[src/rtl/vga_pkg.sv]
// rtl/vga_pkg.sv - 640x480@60 timing defaults, pattern modes and bar colour table
package vga_pkg;

    localparam int unsigned H_SYNC_DEF = 96;
    localparam int unsigned H_BP_DEF   = 48;
    localparam int unsigned H_ACT_DEF  = 640;
    localparam int unsigned H_FP_DEF   = 16;
    localparam int unsigned V_SYNC_DEF = 2;
    localparam int unsigned V_BP_DEF   = 33;
    localparam int unsigned V_ACT_DEF  = 480;
    localparam int unsigned V_FP_DEF   = 10;

    typedef enum logic [1:0] {
        MODE_BARS     = 2'd0,
        MODE_CHECKER  = 2'd1,
        MODE_GRADIENT = 2'd2,
        MODE_SOLID    = 2'd3
    } mode_e;

    // {R,G,B} per bar; entry 0 is the leftmost bar
    localparam logic [7:0][2:0] BAR_TABLE = {
        3'b011, 3'b101, 3'b110, 3'b000, 3'b111, 3'b001, 3'b010, 3'b100
    };

endpackage

[src/rtl/vga_pattern_gen_if.sv]
// rtl/vga_pattern_gen_if.sv - video output bundle of the pattern generator
interface vga_pattern_gen_if #(
    parameter int P_COLOR_W = 1
);
    logic [P_COLOR_W-1:0] O_red;
    logic [P_COLOR_W-1:0] O_green;
    logic [P_COLOR_W-1:0] O_blue;
    logic                 O_hs;
    logic                 O_vs;
    logic                 O_de;
    logic [11:0]          O_x;
    logic [11:0]          O_y;
    logic                 O_frame_start;

    modport master (
        output O_red, O_green, O_blue, O_hs, O_vs, O_de, O_x, O_y, O_frame_start
    );

    modport slave (
        input O_red, O_green, O_blue, O_hs, O_vs, O_de, O_x, O_y, O_frame_start
    );
endinterface

[src/rtl/vga_timing_core.sv]
// rtl/vga_timing_core.sv - pixel divider, h/v counters, sync, de and x/y generation
module vga_timing_core
    import vga_pkg::*;
#(
    parameter int P_CLK_DIV  = 2,
    parameter int P_H_SYNC   = H_SYNC_DEF,
    parameter int P_H_BP     = H_BP_DEF,
    parameter int P_H_ACT    = H_ACT_DEF,
    parameter int P_H_FP     = H_FP_DEF,
    parameter int P_V_SYNC   = V_SYNC_DEF,
    parameter int P_V_BP     = V_BP_DEF,
    parameter int P_V_ACT    = V_ACT_DEF,
    parameter int P_V_FP     = V_FP_DEF,
    parameter bit P_SYNC_POL = 1'b0
) (
    input  logic        i_clk,
    input  logic        i_rst,
    output logic        o_tick,
    output logic        o_frame_tick,
    output logic        o_de_nxt,
    output logic [11:0] o_x_nxt,
    output logic        o_y5_nxt,
    output logic        o_hs,
    output logic        o_vs,
    output logic        o_de,
    output logic [11:0] o_x,
    output logic [11:0] o_y
);

    localparam int H_TOTAL   = P_H_SYNC + P_H_BP + P_H_ACT + P_H_FP;
    localparam int V_TOTAL   = P_V_SYNC + P_V_BP + P_V_ACT + P_V_FP;
    localparam int H_ACT_BEG = P_H_SYNC + P_H_BP;
    localparam int V_ACT_BEG = P_V_SYNC + P_V_BP;

    logic [3:0]  r_div;
    logic [11:0] r_h;
    logic [11:0] r_v;
    logic        r_hs;
    logic        r_vs;
    logic        r_de;
    logic [11:0] r_x;
    logic [11:0] r_y;

    logic        w_tick;
    logic        w_h_wrap;
    logic        w_v_wrap;
    logic        w_h_act;
    logic        w_v_act;
    logic [11:0] w_y_nxt;

    assign w_tick   = (r_div == 4'(P_CLK_DIV - 1));
    assign w_h_wrap = (r_h == 12'(H_TOTAL - 1));
    assign w_v_wrap = (r_v == 12'(V_TOTAL - 1));
    assign w_h_act  = (r_h >= 12'(H_ACT_BEG)) && (r_h < 12'(H_ACT_BEG + P_H_ACT));
    assign w_v_act  = (r_v >= 12'(V_ACT_BEG)) && (r_v < 12'(V_ACT_BEG + P_V_ACT));

    assign o_tick       = w_tick;
    assign o_frame_tick = w_tick && (r_h == 12'd0) && (r_v == 12'd0);
    assign o_de_nxt     = w_h_act && w_v_act;
    assign o_x_nxt      = o_de_nxt ? (r_h - 12'(H_ACT_BEG)) : 12'd0;
    assign w_y_nxt      = o_de_nxt ? (r_v - 12'(V_ACT_BEG)) : 12'd0;
    assign o_y5_nxt     = w_y_nxt[5];

    // Outputs describe the counter state sampled on the previous tick
    always_ff @(posedge i_clk or posedge i_rst) begin
        if (i_rst) begin
            r_div <= 4'd0;
            r_h   <= 12'd0;
            r_v   <= 12'd0;
            r_hs  <= ~P_SYNC_POL;
            r_vs  <= ~P_SYNC_POL;
            r_de  <= 1'b0;
            r_x   <= 12'd0;
            r_y   <= 12'd0;
        end else begin
            r_div <= w_tick ? 4'd0 : r_div + 4'd1;
            if (w_tick) begin
                r_h <= w_h_wrap ? 12'd0 : r_h + 12'd1;
                if (w_h_wrap) begin
                    r_v <= w_v_wrap ? 12'd0 : r_v + 12'd1;
                end
                r_hs <= (r_h < 12'(P_H_SYNC)) ? P_SYNC_POL : ~P_SYNC_POL;
                r_vs <= (r_v < 12'(P_V_SYNC)) ? P_SYNC_POL : ~P_SYNC_POL;
                r_de <= o_de_nxt;
                r_x  <= o_x_nxt;
                r_y  <= w_y_nxt;
            end
        end
    end

    assign o_hs = r_hs;
    assign o_vs = r_vs;
    assign o_de = r_de;
    assign o_x  = r_x;
    assign o_y  = r_y;

endmodule

[src/rtl/vga_pattern_gen.sv]
// rtl/vga_pattern_gen.sv - test pattern generator: bars, checker, gradient, solid
module vga_pattern_gen
    import vga_pkg::*;
#(
    parameter int P_CLK_DIV  = 2,
    parameter int P_COLOR_W  = 1,
    parameter int P_H_SYNC   = H_SYNC_DEF,
    parameter int P_H_BP     = H_BP_DEF,
    parameter int P_H_ACT    = H_ACT_DEF,
    parameter int P_H_FP     = H_FP_DEF,
    parameter int P_V_SYNC   = V_SYNC_DEF,
    parameter int P_V_BP     = V_BP_DEF,
    parameter int P_V_ACT    = V_ACT_DEF,
    parameter int P_V_FP     = V_FP_DEF,
    parameter int P_BARS     = 8,
    parameter bit P_SYNC_POL = 1'b0
) (
    input  logic                   I_clk,
    input  logic                   I_rst_n,
    input  logic [1:0]             I_mode,
    input  logic [3*P_COLOR_W-1:0] I_solid_rgb,
    vga_pattern_gen_if.master      vga
);

    localparam int BAR_W = P_H_ACT / P_BARS;

    logic                   w_tick;
    logic                   w_frame_tick;
    logic                   w_de_nxt;
    logic [11:0]            w_x_nxt;
    logic                   w_y5_nxt;
    logic [11:0]            w_bar_raw;
    logic [2:0]             w_bar;
    logic [2:0]             w_bar_rgb;
    logic [3*P_COLOR_W-1:0] w_rgb;

    mode_e                  r_mode;
    logic [3*P_COLOR_W-1:0] r_solid;
    logic [3*P_COLOR_W-1:0] r_rgb;
    logic                   r_frame_start;

    vga_timing_core #(
        .P_CLK_DIV (P_CLK_DIV),
        .P_H_SYNC  (P_H_SYNC),
        .P_H_BP    (P_H_BP),
        .P_H_ACT   (P_H_ACT),
        .P_H_FP    (P_H_FP),
        .P_V_SYNC  (P_V_SYNC),
        .P_V_BP    (P_V_BP),
        .P_V_ACT   (P_V_ACT),
        .P_V_FP    (P_V_FP),
        .P_SYNC_POL(P_SYNC_POL)
    ) u_timing (
        .i_clk       (I_clk),
        .i_rst       (I_rst_n),
        .o_tick      (w_tick),
        .o_frame_tick(w_frame_tick),
        .o_de_nxt    (w_de_nxt),
        .o_x_nxt     (w_x_nxt),
        .o_y5_nxt    (w_y5_nxt),
        .o_hs        (vga.O_hs),
        .o_vs        (vga.O_vs),
        .o_de        (vga.O_de),
        .o_x         (vga.O_x),
        .o_y         (vga.O_y)
    );

    // The last bar absorbs the division remainder
    assign w_bar_raw = w_x_nxt / 12'(BAR_W);
    assign w_bar     = (w_bar_raw >= 12'(P_BARS)) ? 3'(P_BARS - 1) : w_bar_raw[2:0];
    assign w_bar_rgb = BAR_TABLE[w_bar];

    always_comb begin
        w_rgb = '0;
        case (r_mode)
            MODE_BARS: w_rgb = {{P_COLOR_W{w_bar_rgb[2]}},
                                {P_COLOR_W{w_bar_rgb[1]}},
                                {P_COLOR_W{w_bar_rgb[0]}}};
            MODE_CHECKER: w_rgb = {3*P_COLOR_W{w_x_nxt[5] ^ w_y5_nxt}};
            MODE_GRADIENT: w_rgb = {w_x_nxt[9 -: P_COLOR_W], {2*P_COLOR_W{1'b0}}};
            MODE_SOLID: w_rgb = r_solid;
            default: w_rgb = '0;
        endcase
    end

    // Mode and solid colour change only at frame boundaries
    always_ff @(posedge I_clk or posedge I_rst_n) begin
        if (I_rst_n) begin
            r_mode        <= MODE_BARS;
            r_solid       <= '0;
            r_rgb         <= '0;
            r_frame_start <= 1'b0;
        end else begin
            r_frame_start <= w_frame_tick;
            if (w_frame_tick) begin
                r_mode  <= mode_e'(I_mode);
                r_solid <= I_solid_rgb;
            end
            if (w_tick) begin
                r_rgb <= w_de_nxt ? w_rgb : '0;
            end
        end
    end

    assign vga.O_red         = r_rgb[3*P_COLOR_W-1 -: P_COLOR_W];
    assign vga.O_green       = r_rgb[2*P_COLOR_W-1 -: P_COLOR_W];
    assign vga.O_blue        = r_rgb[P_COLOR_W-1:0];
    assign vga.O_frame_start = r_frame_start;

endmodule

[src/flat_wrapper.sv]
// flat-port wrapper written by rule: the top's interface ports become plain ports
module vga_pattern_gen_flat import vga_pkg::*;
#(
    parameter int P_CLK_DIV  = 2,
    parameter int P_COLOR_W  = 1,
    parameter int P_H_SYNC   = H_SYNC_DEF,
    parameter int P_H_BP     = H_BP_DEF,
    parameter int P_H_ACT    = H_ACT_DEF,
    parameter int P_H_FP     = H_FP_DEF,
    parameter int P_V_SYNC   = V_SYNC_DEF,
    parameter int P_V_BP     = V_BP_DEF,
    parameter int P_V_ACT    = V_ACT_DEF,
    parameter int P_V_FP     = V_FP_DEF,
    parameter int P_BARS     = 8,
    parameter bit P_SYNC_POL = 1'b0
)
  (I_clk, I_rst_n, I_mode, I_solid_rgb, vga_O_red, vga_O_green, vga_O_blue, vga_O_hs, vga_O_vs, vga_O_de, vga_O_x, vga_O_y, vga_O_frame_start);
  vga_pattern_gen_if #(.P_COLOR_W(P_COLOR_W)) vga_i ();
  input  logic I_clk;
  input  logic I_rst_n;
  input  logic [1:0] I_mode;
  input  logic [3*P_COLOR_W-1:0] I_solid_rgb;
  output wire logic [$bits(vga_i.O_red)-1:0] vga_O_red;
  output wire logic [$bits(vga_i.O_green)-1:0] vga_O_green;
  output wire logic [$bits(vga_i.O_blue)-1:0] vga_O_blue;
  output wire logic [$bits(vga_i.O_hs)-1:0] vga_O_hs;
  output wire logic [$bits(vga_i.O_vs)-1:0] vga_O_vs;
  output wire logic [$bits(vga_i.O_de)-1:0] vga_O_de;
  output wire logic [$bits(vga_i.O_x)-1:0] vga_O_x;
  output wire logic [$bits(vga_i.O_y)-1:0] vga_O_y;
  output wire logic [$bits(vga_i.O_frame_start)-1:0] vga_O_frame_start;
  assign vga_O_red = vga_i.O_red;
  assign vga_O_green = vga_i.O_green;
  assign vga_O_blue = vga_i.O_blue;
  assign vga_O_hs = vga_i.O_hs;
  assign vga_O_vs = vga_i.O_vs;
  assign vga_O_de = vga_i.O_de;
  assign vga_O_x = vga_i.O_x;
  assign vga_O_y = vga_i.O_y;
  assign vga_O_frame_start = vga_i.O_frame_start;
  vga_pattern_gen #(.P_CLK_DIV(P_CLK_DIV), .P_COLOR_W(P_COLOR_W), .P_H_SYNC(P_H_SYNC), .P_H_BP(P_H_BP), .P_H_ACT(P_H_ACT), .P_H_FP(P_H_FP), .P_V_SYNC(P_V_SYNC), .P_V_BP(P_V_BP), .P_V_ACT(P_V_ACT), .P_V_FP(P_V_FP), .P_BARS(P_BARS), .P_SYNC_POL(P_SYNC_POL)) u_core (.I_clk(I_clk), .I_rst_n(I_rst_n), .I_mode(I_mode), .I_solid_rgb(I_solid_rgb), .vga(vga_i));
endmodule
[config.mk]
export PLATFORM = sky130hd
export DESIGN_NAME = vga_pattern_gen_flat
export DESIGN_NICKNAME = d
export VERILOG_FILES = /design/src/rtl/vga_pkg.sv /design/src/rtl/vga_pattern_gen_if.sv /design/src/rtl/vga_timing_core.sv /design/src/rtl/vga_pattern_gen.sv /design/src/flat_wrapper.sv
export SDC_FILE = /design/constraint.sdc
export NUM_CORES = 1
export LEC_CHECK = 0
export CORE_ASPECT_RATIO = 0.75
export CORE_MARGIN = 3
export CORE_UTILIZATION = 45
export CTS_CLUSTER_SIZE = 30
export DETAILED_ROUTE_END_ITERATION = 10
export PLACE_DENSITY = 0.64
export SYNTH_ARGS = -nofsm -noshare
export SYNTH_HDL_FRONTEND = slang
export SYNTH_SLANG_ARGS = --single-unit
export TNS_END_PERCENT = 5
[constraint.sdc]
create_clock -name I_clk -period 2.49 [get_ports I_clk]
set_input_delay 0.249 -clock I_clk [delete_from_list [all_inputs] [get_ports I_clk]]
set_output_delay 0.249 -clock I_clk [all_outputs]
set_load 0.02 [all_outputs]
==> results.md <==
* Slew @ Worst Pin at 0.614 ns
* Starting DRT DRC Count at 110
* Ys flop type: dfrtp_1
* Reg2Reg Depth at 10
* Global-route wire length before repair at 15,400 um
* CTS max path bufs at 2
* Critical Path Fanout Max at 6
* Min-delay worst type: input pin to asynchronous set/reset pin
* Vias at 3,258
* Synthesized Nets at 400
* Final wirelength at 9430 um
* Largest net degree at the start of global routing at 42
* Final max-slew violation count at 0
* Yosys warns at 0
* Post-DR vias/cell at 5.52
* # fillers at 648
* Ports at 38
* RSZ-0062 raised after global routing: true
* Total CTS buffers at 9
* Cell variety after synth at 64
* Post-route ant nets at 0
* RD Place Congestion at 0.830
* Number of diodes at 0
* Area Overhead vs Synth at 38.5%
* Vias in the first global route at 3,035
* Critical Path Sink: u_core.r_rgb[0]$_DFFE_PP0P_
* Final Hold Fails at 0
* # rows at 27
* Worst setup SP type: register
* Clock-pin slew on the worst setup and hold paths at 0.08 ns
* Failing checks: setup timing
* Leakage at 0.00225 uW
* Clock sinks at 64
* Most common cell after layout, fill and taps aside: buf_4
* EDFF count, synth at 0
* Post-synth ARST share at 1.00
* Status: complete, but fails checks
* Core area at 7570 sq um
* PwrDens at 440 nW/um^2
* Commonest non-fill, non-tap cells in the layout: buf_4, dfrtp_1, nand2_1
* Yosys reg bits at 64
* I/O Buffers at 37
* Minimum clock period at 2.59 ns
* Nets at 498
* Worst endpoint required time at 2.70 ns
* Post-route insts no fill at 590
* Share of cells above drive strength 1 at 0.288
* DR pass1 iterations at 5
* Critical Path AT at 2.79 ns
* Die area at 9170 sq um
* Drt drc at 0
* Maxcap violations at 0
* GRT Util Overall at 0.213
* Final-report setup violation count at 3
* Dpl hpwl at 6780 um
* WL/cell at 16.0 um
* Slew margin rel. at 0.591
* Clock network latency to the later pin of the worst-skew pair at 0.35 ns
* Worst setup margin at -0.0967 ns
* Syn Area/Cell at 9.38 sq um
* Clock Root Buffer: clkbuf_8
* VDD IR max at 0.403 mV
* CP startpoint: u_core.u_timing.r_h[5]$_DFFE_PP0P_
* FF-to-FF End: u_core.r_rgb[0]$_DFFE_PP0P_
* Synth Cell Area at 3620 sq um
* Worst r2r src: u_core.u_timing.r_h[5]$_DFFE_PP0P_
* Inst Count DP at 560
* Width of the die at 110 um
* Mapped Cells at 386
* Final Util at 0.663
* Total gr overflow at 0
* H-tree depth at 3
* Hold_buf cts at 0
* Die Ht at 83.7 um
* Setup Skew at 0.0118 ns
* Initial core utilization at 0.479
* Post-synthesis sequential area ratio at 0.443
* CTS tree: done
* Worst Setup End Kind: register
* Max Freq at 0.387 GHz
* Critical path type: register to register
* R2R Setup Slk at -0.1 ns
* Part of the cycle the worst path needs at 1.04
* Initial antenna violation count at 0
-- per-layer routing --
metal	wire, um	vias up	track usage
met5	0	-	0
met2	4110	87	0.315
li1	-	1579	-
met1	4760	1583	0.319
met4	104	0	0.0340
met3	462	9	0.0557
-- state kept, by name (all words and copies together), names as in the netlist --
register                  cells
u_core.r_mode                 2
u_core.r_rgb                  3
u_core.r_solid                3
u_core.u_timing.o_de          1
u_core.u_timing.o_hs          1
u_core.u_timing.o_vs          1
u_core.u_timing.o_x          12
u_core.u_timing.o_y          12
u_core.u_timing.r_div         4
u_core.u_timing.r_h          12
u_core.u_timing.r_v          12
u_core.vga.O_frame_start      1
-- stage by stage --
| stage | power (uW) | hold WS [ns] | instance area, sq um | TNS [ns] | setup slack, ns |
|---|---|---|---|---|---|
| 3_5_place_dp | 1120 | 0.465 | 4500 | -0.319 | -0.179 |
| 4_1_cts | 2230 | 0.244 | 4920 | -0.109 | -0.0610 |
| 2_1_floorplan | 1090 | 0.401 | 3650 | -0.00751 | -0.00499 |
| 6_report | 2210 | 0.228 | 5020 | -0.233 | -0.0967 |
| 3_3_place_gp | 1120 | 0.460 | 4500 | -0.117 | -0.0781 |
| 5_1_grt | 2290 | 0.259 | 5020 | -0.506 | -0.182 |
-- worst min path at each step --
stage / from / end / slack (ns)
after floorplan: I_mode[0] / u_core.r_mode[0]$_DFFE_PP0P_ / 0.40
after global placement: u_core.u_timing.o_y[8]$_DFFE_PP0P_ / u_core.u_timing.o_y[8]$_DFFE_PP0P_ / 0.46
after detailed placement: u_core.u_timing.o_y[8]$_DFFE_PP0P_ / u_core.u_timing.o_y[8]$_DFFE_PP0P_ / 0.46
after CTS: I_rst_n / u_core.r_solid[0]$_DFFE_PP0P_ / 0.24
after global routing: I_rst_n / u_core.u_timing.o_y[10]$_DFFE_PP0P_ / 0.26
final: I_rst_n / u_core.r_solid[2]$_DFFE_PP0P_ / 0.23
-- worst max-delay path, cell delays in order (launching register included) --
cell and delay (ns):
dfrtp_2 0.44, o31a_1 0.41, o21a_1 0.25, a221oi_4 0.34, xnor2_2 0.17, o31ai_4 0.11, buf_4 0.14, buf_4 0.11
buf_4 0.12, nor4_1 0.27, o41ai_1 0.09
-- area by class of cell --
type | count | area (sq um) | area share
multi-input combinational | 286 | 2050 | 0.408
sequential | 64 | 1610 | 0.321
timing repair buffer | 112 | 950 | 0.189
clock buffer | 11 | 141 | 0.0282
tap | 101 | 126 | 0.0252
clock inverter | 5 | 104 | 0.0207
inverter | 11 | 41.3 | 0.00823
-- logic make-up after synthesis --
family          after synthesis  synth area share
xor+xnor                     35            0.0867
compound gates               87             0.180
flops                        64             0.443
buf+inv                      36            0.0418
fa+ha+maj                     7            0.0242
simple gates                151             0.206
mux                           6            0.0187
-- synthesized netlist by cell type (2+ instances only) --
cell type / count / area, sq um
o21a_1: 3 / 22.5
buf_2: 4 / 20.0
or2_1: 2 / 12.5
xor2_1: 11 / 96.3
clkbuf_1: 17 / 63.8
and2_1: 3 / 18.8
nand2_1: 55 / 206
dfstp_2: 2 / 52.6
mux2_2: 6 / 67.6
nand2b_1: 3 / 18.8
a21oi_1: 11 / 55.1
nor2_1: 29 / 109
buf_4: 3 / 22.5
xnor2_1: 23 / 201
o21ai_1: 2 / 10.0
a21o_1: 2 / 15.0
o41ai_1: 4 / 35.0
ha_1: 7 / 87.6
or3_1: 3 / 18.8
o31ai_1: 23 / 173
nand4b_1: 2 / 17.5
inv_1: 11 / 41.3
o21ai_0: 14 / 70.1
a211oi_1: 3 / 22.5
dfrtp_1: 62 / 1550
nand4_1: 7 / 43.8
nand3_1: 11 / 55.1
nor2b_1: 4 / 25.0
and3_1: 4 / 25.0
a31oi_1: 6 / 37.5
nor3_1: 11 / 55.1
nor4_1: 6 / 37.5
-- what timing repair did --
action | CTS | global route
gates resized for setup | 22 | 7
pin swaps | 13 | 5
setup buffers | 8 | 6
setup endpoints to repair | 3 | 4
-- where the power goes --
| group | total [uW] | leakage (uW) | switching [uW] | internal [uW] |
|---|---|---|---|---|
| combinational | 48.9 | 0.00127 | 29.4 | 19.5 |
| sequential | 1050 | 0.000857 | 4.49 | 1040 |
| clock | 1110 | 0.000124 | 418 | 693 |
| total | 2210 | 0.00225 | 451 | 1760 |
(Power assumes the default switching activity.)
